--- src/rtl/dogm240_spi_rx.sv ---
// dogm240_spi_rx
//   Display-side receiver for the DOGM240 serial stream (CS_n/SCK/SDA/CD/RES_n).
//   Deserializes bytes MSB first and decodes the column, page, display on/off
//   and soft-reset commands. It tracks the column/page address and emits one
//   framebuffer write strobe per data byte.
//
//   Optional: `define DOGM240_SPI_RX_MIRROR_EN adds an internal COLS*PAGES x 8
//   framebuffer RAM, written by fb_we_o and read through rd_addr_i/rd_data_o.
//   The read port is registered (1-cycle latency). A read of the address being
//   written in the same cycle returns the old data.
//
// Ports
//   clk_in       system clock, must be >= 4x SCK
//   reset_in     async active-low reset
//   disp_*_i     raw display pins (asynchronous, synchronized inside)
//   fb_addr_o    {page[3:0], col[7:0]} of the data byte being written
//   fb_data_o    data byte
//   fb_we_o      one-cycle write strobe
//   cmd_o        last command byte
//   cmd_valid_o  one-cycle strobe per command byte
//   disp_on_o    display enable state
//   frame_err_o  sticky, set when CS_n rises mid-byte
//   rd_addr_i    (mirror only) read address {page, col}
//   rd_data_o    (mirror only) registered read data
module dogm240_spi_rx #(
  parameter int unsigned COLS  = 240,
  parameter int unsigned PAGES = 16
) (
  input  logic        clk_in,
  input  logic        reset_in,
  input  logic        disp_cs_n_i,
  input  logic        disp_res_n_i,
  input  logic        disp_sck_i,
  input  logic        disp_data_i,
  input  logic        disp_addr_i,
`ifdef DOGM240_SPI_RX_MIRROR_EN
  input  logic [11:0] rd_addr_i,
  output logic [7:0]  rd_data_o,
`endif
  output logic [11:0] fb_addr_o,
  output logic [7:0]  fb_data_o,
  output logic        fb_we_o,
  output logic [7:0]  cmd_o,
  output logic        cmd_valid_o,
  output logic        disp_on_o,
  output logic        frame_err_o
);

  localparam logic [7:0] COL_LAST  = 8'(COLS - 1);
  localparam logic [3:0] PAGE_LAST = 4'(PAGES - 1);

  typedef enum logic [1:0] {S_IDLE, S_SHIFT, S_DECODE} state_t;

  state_t      r_state, w_state_nxt;
  logic [2:0]  r_sck_s;
  logic [1:0]  r_cs_s, r_res_s, r_sda_s, r_cd_s;
  logic [3:0]  r_bit_cnt;
  logic [7:0]  r_shift;
  logic        r_cd;
  logic [7:0]  r_col;
  logic [3:0]  r_page;

  logic w_sck_rise, w_cs_n, w_res_n;

  // The third SCK stage exists only for edge detection. All other pins are
  // taken from the second stage so that they line up with the detected edge.
  assign w_sck_rise = r_sck_s[1] & ~r_sck_s[2];
  assign w_cs_n     = r_cs_s[1];
  assign w_res_n    = r_res_s[1];

  always_ff @(posedge clk_in or negedge reset_in) begin
    if (!reset_in) begin
      r_sck_s <= '0;
      r_cs_s  <= 2'b11;
      r_res_s <= 2'b11;
      r_sda_s <= '0;
      r_cd_s  <= '0;
    end else begin
      r_sck_s <= {r_sck_s[1:0], disp_sck_i};
      r_cs_s  <= {r_cs_s[0], disp_cs_n_i};
      r_res_s <= {r_res_s[0], disp_res_n_i};
      r_sda_s <= {r_sda_s[0], disp_data_i};
      r_cd_s  <= {r_cd_s[0], disp_addr_i};
    end
  end

  always_ff @(posedge clk_in or negedge reset_in) begin
    if (!reset_in) r_state <= S_IDLE;
    else           r_state <= w_state_nxt;
  end

  always_comb begin
    w_state_nxt = r_state;
    case (r_state)
      S_IDLE:   if (!w_cs_n) w_state_nxt = S_SHIFT;
      S_SHIFT:  if (w_cs_n) w_state_nxt = S_IDLE;
                else if (w_sck_rise && r_bit_cnt == 4'd7) w_state_nxt = S_DECODE;
      S_DECODE: w_state_nxt = w_cs_n ? S_IDLE : S_SHIFT;
      default:  w_state_nxt = S_IDLE;
    endcase
    // A display reset holds the receiver idle for as long as it is asserted.
    if (!w_res_n) w_state_nxt = S_IDLE;
  end

  always_ff @(posedge clk_in or negedge reset_in) begin
    if (!reset_in) begin
      r_bit_cnt   <= '0;
      r_shift     <= '0;
      r_cd        <= 1'b0;
      r_col       <= '0;
      r_page      <= '0;
      fb_addr_o   <= '0;
      fb_data_o   <= '0;
      fb_we_o     <= 1'b0;
      cmd_o       <= '0;
      cmd_valid_o <= 1'b0;
      disp_on_o   <= 1'b0;
      frame_err_o <= 1'b0;
    end else begin
      fb_we_o     <= 1'b0;
      cmd_valid_o <= 1'b0;
      if (!w_res_n) begin
        // Same as 0xE2, plus the partial byte is dropped silently.
        r_bit_cnt <= '0;
        r_shift   <= '0;
        r_col     <= '0;
        r_page    <= '0;
        disp_on_o <= 1'b0;
      end else begin
        case (r_state)
          S_IDLE: r_bit_cnt <= '0;
          S_SHIFT: begin
            if (w_cs_n) begin
              if (r_bit_cnt != 4'd0) frame_err_o <= 1'b1;
              r_bit_cnt <= '0;
            end else if (w_sck_rise) begin
              r_shift <= {r_shift[6:0], r_sda_s[1]};
              if (r_bit_cnt == 4'd7) begin
                r_bit_cnt <= '0;
                r_cd      <= r_cd_s[1];
              end else begin
                r_bit_cnt <= r_bit_cnt + 4'd1;
              end
            end
          end
          S_DECODE: begin
            if (r_cd) begin
              fb_addr_o <= {r_page, r_col};
              fb_data_o <= r_shift;
              fb_we_o   <= 1'b1;
              // '>=' so that an out-of-range column also wraps after one write.
              if (r_col >= COL_LAST) begin
                r_col  <= '0;
                r_page <= (r_page == PAGE_LAST) ? 4'd0 : r_page + 4'd1;
              end else begin
                r_col <= r_col + 8'd1;
              end
            end else begin
              cmd_o       <= r_shift;
              cmd_valid_o <= 1'b1;
              case (r_shift[7:4])
                4'h0:    r_col[3:0] <= r_shift[3:0];
                4'h1:    r_col[7:4] <= r_shift[3:0];
                4'h6:    r_page     <= r_shift[3:0];
                default: begin
                  case (r_shift)
                    8'hAF: disp_on_o <= 1'b1;
                    8'hAE: disp_on_o <= 1'b0;
                    8'hE2: begin
                      r_col     <= '0;
                      r_page    <= '0;
                      disp_on_o <= 1'b0;
                    end
                    default: ;
                  endcase
                end
              endcase
            end
          end
          default: r_bit_cnt <= '0;
        endcase
      end
    end
  end

`ifdef DOGM240_SPI_RX_MIRROR_EN
  localparam int unsigned DEPTH = COLS * PAGES;

  logic [7:0]  r_mem [DEPTH];
  logic [11:0] w_wr_idx, w_rd_idx;
  logic        w_wr_ok, w_rd_ok;

  // RAM is packed linearly as page*COLS + col; columns past COLS-1 have no storage.
  assign w_wr_idx = {8'd0, fb_addr_o[11:8]} * 12'(COLS) + {4'd0, fb_addr_o[7:0]};
  assign w_rd_idx = {8'd0, rd_addr_i[11:8]} * 12'(COLS) + {4'd0, rd_addr_i[7:0]};
  assign w_wr_ok  = (fb_addr_o[7:0] <= COL_LAST) && (fb_addr_o[11:8] <= PAGE_LAST);
  assign w_rd_ok  = (rd_addr_i[7:0] <= COL_LAST) && (rd_addr_i[11:8] <= PAGE_LAST);

  always_ff @(posedge clk_in) begin
    if (fb_we_o && w_wr_ok) r_mem[w_wr_idx] <= fb_data_o;
  end

  always_ff @(posedge clk_in or negedge reset_in) begin
    if (!reset_in) rd_data_o <= '0;
    else           rd_data_o <= w_rd_ok ? r_mem[w_rd_idx] : 8'd0;
  end
`endif

endmodule

--- config.mk ---
export PLATFORM = sky130hd
export DESIGN_NAME = dogm240_spi_rx
export DESIGN_NICKNAME = d
export VERILOG_FILES = /design/src/rtl/dogm240_spi_rx.sv
export SDC_FILE = /design/constraint.sdc
export NUM_CORES = 1
export LEC_CHECK = 0
export CAP_MARGIN = 5
export CORE_UTILIZATION = 36
export DETAILED_ROUTE_END_ITERATION = 10
export PLACE_DENSITY = 0.57
export SLEW_MARGIN = 20
export SYNTH_ARGS = -nofsm -noshare
export SYNTH_HDL_FRONTEND = slang
export SYNTH_SLANG_ARGS = --single-unit
--- constraint.sdc ---
create_clock -name clk_in -period 3.71 [get_ports clk_in]
set_input_delay 0.742 -clock clk_in [delete_from_list [all_inputs] [get_ports clk_in]]
set_output_delay 0.742 -clock clk_in [all_outputs]
set_load 0.02 [all_outputs]
## Word level (Yosys, flattened, before mapping)

Cells that the tools add are included.

- Word-level logic and storage cells: 114
- Bits in registers: 70
- Output and inout port bits: 32

- Add/sub/neg operators: 3
- Equality and inequality tests: 27
- Order comparisons: 1
- Reduce and logical (&&, ||, !) cells: 20
- Bitwise gates (word level): 4
- Multiplexer cells: 40

Operator list:

| kind | count |
|---|---|
| 8-bit two-way mux | 9 |
| 4-bit two-way mux | 10 |
| 4-bit one-hot mux with 2 select lines | 4 |
| 8-bit equality test (second input constant) | 3 |
| 3-bit by 2-bit != test with 1-bit output (second input constant) | 5 |
| 3-bit AND reduction | 5 |
| 4-bit by 1-bit != test with 1-bit output (second input constant) | 3 |
| 4-bit AND reduction | 3 |
| 1-bit two-way mux | 11 |
| 4-bit by 1-bit adder with 4-bit output (second input constant) | 2 |
| 8-bit by 1-bit adder with 8-bit output (second input constant) | 1 |
| 4-bit by 3-bit equality test with 1-bit output (second input constant) | 2 |
| 8-bit greater-or-equal comparator (second input constant) | 1 |
| 2-bit two-way mux | 4 |
| 2-bit != test (second input constant) | 4 |
| 4-bit != test (second input constant) | 2 |
| 2-bit OR reduction | 4 |
| 2-bit by 1-bit != test with 1-bit output (second input constant) | 3 |
| 2-bit one-hot mux with 3 select lines | 1 |
| 5-bit AND reduction | 1 |
| 4-bit by 1-bit equality test with 1-bit output (second input constant) | 1 |
| 4-bit equality test (second input constant) | 1 |
| 4-bit zero test | 1 |
| 2-bit AND reduction | 2 |
| other kinds (10) | 12 |

## Logic depth before layout (Yosys ltp)

- Depth in word-level cells: 7
- Mapped depth: 7
- Mapped depth without buffers: 5

## Worst setup path after synthesis

Ideal clock, no wire load.

- Path kind: register -> register
- Start point: register r_shift[2]
- End point: register r_page[1]
- Stages on the path, launching flop included: 6
- Buffers on the path: 1
- Data required time: 3.585 ns
- Library setup time: 0.125 ns
- Path slack: 1.927 ns
- Period minus slack after synthesis: 1.783 ns
- Arrival: 1.658 ns
- Path through: dfrtp_1 > buf_6 > or4b_4 > o211ai_4 > o211ai_4 > mux2_4

- Word-level cells in the longest chain between the ends: 3

Ends and longest elaborated chain:

| element | line | RTL |
|---|---|---|
| start, declared | 58 | `logic [7:0] r_shift;` |
| start signal, assigned | 137 | `r_shift <= {r_shift[6:0], r_sda_s[1]};` |
| 8-bit equality test | 166 | `case (r_shift)` |
| 4-bit by 1-bit != test with 1-bit output (no line) | - |  |
| 4-bit AND reduction (no line) | - |  |
| end signal, assigned | 154 | `r_page <= (r_page == PAGE_LAST) ? 4'd0 : r_page + 4'd1;` |
| end signal, assigned | 164 | `4'h6: r_page <= r_shift[3:0];` |
| end, declared | 61 | `logic [3:0] r_page;` |

Every way passes these cells.
A chain may end at the register's enable or synchronous reset.

## Final worst setup path

- Start point: register r_res_s[1]
- End point: register cmd_o[5]

- Word-level cells in the longest chain between the ends: 1

Ends and longest elaborated chain:

| element | line | RTL |
|---|---|---|
| start, declared | 56 | `logic [1:0] r_cs_s, r_res_s, r_sda_s, r_cd_s;` |
| start signal, assigned | 81 | `r_res_s <= {r_res_s[0], disp_res_n_i};` |
| 3-bit AND reduction (no line) | - |  |
| end signal, assigned | 159 | `cmd_o <= r_shift;` |
| end, declared | 43 | `output logic [7:0] cmd_o,` |

Every way passes these cells.

==> key figures <==
Synthesis
  • Post-synth top area cell: dfrtp_1
  • Most frequently used flop master after synthesis: dfrtp_1
  • Most instantiated cells after synthesis: dfrtp_1, nand2_1, nor2_1
  • Yosys top cell area share: between 50% and 60%
  • Net count after synthesis: 280
  • Most numerous cell in the Yosys netlist: dfrtp_1
  • Post-synth EDFFs: 0
  • Average size of a mapped cell: 11.9 um2
  • Syn Inst Count: 269
  • Ranking of synthesized cells by area: dfrtp_1, mux2_2, mux2_1
  • Fraction of registers with async set/reset: 100%
  • Yosys warns: 0
  • Register area share after synthesis: 54.8%
  • Distinct cell type count after synthesis: 58
  • Synth Cell Area: 0.00321 mm2
  • Register bit count reported by yosys: 70

Layout
  • Antenna cell count: 0
  • Layout net count: 319
  • Layout cell share with drive strength beyond 1: between 15 and 20%
  • Finished Layout Cells: 421
  • Synth-to-layout area growth: 21.3%

Floorplanning
  • Die W: about 96 um
  • Die footprint: 0.00929 mm2
  • Core Rows: 34
  • IO Pins: 39
  • Core area: 0.00868 mm2
  • Starting density of the core: 37.0%
  • Die H: 96.4 um

Drt
  • WL/cell: 15.3 um
  • Iteration-0 DRC Markers: 145
  • DRC viols: 0
  • DR vias/cell: approximately 5.4
  • DR pass1 iterations: 5
  • Vias: around 2300
  • Total routed wirelength: approximately 6.4 mm
  • DRT antenna net count: 0

STA
  • Fin. Hold Viols: 0
  • Min Tclk post-route: 2.10 ns
  • Setup Viol. Count Final: 0
  • Final Max Tran Viols: 0
  • RSZ-0062 raised after global routing: false
  • Worst relative slew slack: 42.6%
  • Period utilisation layout: 56.7%
  • Final setup TNS: 0 ns
  • Clock Skews: 0.0122 ns
  • Max Fclk: 475 MHz
  • Worst-margin pin slew: 0.862 ns

Pwr
  • Comb pwr share: 3.4%
  • Power per cell area: between 300 and 400 mW/mm2
  • Internal power: 1170 uW
  • Clock power share: 44.7%
  • Leak: 0.00178 uW
  • Sequential Power Share: 51.9%
  • P_sw: 333 uW
  • Worst vdd ir: 0.000247 V
  • Switching Fraction: 22.2%

Place
  • RePlAce Congestion: 0.904
  • # port buffers: 38
  • DP Wirelength: 4.28 mm
  • Placed Instances: 405

Run
  • Max-cap viol count: 0

Clock network
  • Post_cts resized: 0
  • CTS H-tree depth: 3
  • Clock sinks: 70
  • Cts bufs inserted: 9
  • Clock Latency Late Sink: 0.36 ns
  • Clock transition at the registers of the reported paths: 0.08 ns
  • Cts hold-fix bufs: 0
  • Bufs on Longest Clock Path: 2
  • Post-CTS Setup Inserts: 0
  • Root buffer cell: clkbuf_8
  • TritonCTS clock tree: built

GRT
  • Vias in the first global route: 2080
  • Gr ovfl total: 0
  • First-pass GRT wire length: 10.6 mm
  • Total track usage: 15.4%
  • Largest net degree at the start of global routing: a little over 70
  • Initial antenna violation count: 0

Worst setup path
  • Arr. time, crit path: about 2.4 ns
  • Startpoint Class: flip-flop
  • Setup Crit Path Kind: reg2reg
  • CP Data Required Time: between 3 and 4 ns
  • Setup crit end kind: flip-flop
  • Crit-path max FO: 16

Worst hold path
  • Min-delay worst type: reg2reg

Run status
  • Outcome: completed
[power by group through the flow]
stage | sequential, uW | clock [uW] | combinational (uW)
3_3_place_gp | 794 | 0 | 52.5
4_1_cts | 780 | 687 | 52.6
6_report | 780 | 671 | 51.0
2_1_floorplan | 794 | 0 | 22.9
5_1_grt | 781 | 725 | 57.8
3_5_place_dp | 795 | 0 | 52.6
[final timing paths]
path	startpoint	to	slack [ns]	depth (start not counted)
min	r_sck_s[0]	r_sck_s[1]	0.35	0
max in group asynchronous	reset_in	fb_addr_o[8]	2.57	2
min reg2reg	r_sck_s[0]	r_sck_s[1]	0.35	0
min in group asynchronous	reset_in	cmd_valid_o	0.56	2
max reg2reg	r_res_s[1]	cmd_o[5]	1.61	3
max	r_res_s[1]	cmd_o[5]	1.61	3
[state kept, by name (all words and copies together) (netlist names), 2 cells and up]
| register | cells |
|---|---|
| r_state | 2 |
| r_page | 4 |
| r_bit_cnt | 4 |
| fb_data_o | 8 |
| r_cs_s | 2 |
| fb_addr_o | 12 |
| r_col | 8 |
| r_sda_s | 2 |
| r_shift | 8 |
| cmd_o | 8 |
| r_res_s | 2 |
| r_sck_s | 3 |
| r_cd_s | 2 |
[layout make-up]
| class | instances | area (um2) |
|---|---|---|
| sequential | 70 | 1760 |
| tap | 108 | 135 |
| timing repair buffer | 39 | 383 |
| inverter | 12 | 45.0 |
| clock buffer | 10 | 128 |
| clock inverter | 6 | 87.6 |
| multi-input combinational | 176 | 1360 |
| fill | 833 | 4790 |
[worst max-delay path, stage by stage, from the launching register on]
cell	delay, ns
dfstp_2	0.71
nand2b_1	0.22
nor2_1	0.65
mux2_2	0.41
[stage by stage]
stage                     setup WS (ns)  instance area, um2  hold WS, ns  total power (uW)  util (%)
after floorplan                    1.93                3210        0.331               817         -
after global placement             1.44                3670        0.333               847      42.3
after detailed placement           1.36                3670        0.335               847      42.3
after CTS                          1.33                3890        0.354              1520      44.8
after global routing               1.48                3890        0.356              1560      44.8
final                              1.61                3890        0.351              1500      44.8
[logic make-up after synthesis]
kind of cell / after synthesis / share of synthesized area, %
compound gates: 53 / 13.1
simple gates: 81 / 14.4
flops: 70 / 54.8
fa+ha+maj: 4 / 1.56
xor+xnor: 1 / 0.273
mux: 37 / 12.9
buf+inv: 23 / 3.04
[metal layers]
layer	track usage [%]	vias up	part of all wire (%)
met2	21.8	75	44
met4	6.50	0	1.4
met5	0	-	0
met1	21.8	1108	49
met3	4.54	12	6.3
li1	-	1058	-
[cells in the final DEF (no fill, tap or decap), types with 3 or more instances in the layout]
| master | count |
|---|---|
| dfrtp_1 | 66 |
| clkdlybuf4s50_1 | 37 |
| nand2_1 | 18 |
| nor2_1 | 16 |
| mux2_2 | 15 |
| inv_1 | 12 |
| mux2_1 | 11 |
| mux2i_1 | 9 |
| clkbuf_8 | 9 |
| nand3_1 | 6 |
| nor3_1 | 6 |
| o21ai_0 | 6 |
| a21oi_1 | 6 |
| o211ai_1 | 5 |
| o2bb2ai_1 | 5 |
| nand2b_1 | 4 |
| and3_1 | 4 |
| o21ai_1 | 4 |
| nor2b_1 | 4 |
| nand3b_1 | 4 |
| ha_1 | 4 |
| dfstp_2 | 4 |
| a22o_1 | 3 |
| clkinvlp_4 | 3 |
Power figures use the tool's default switching activity.
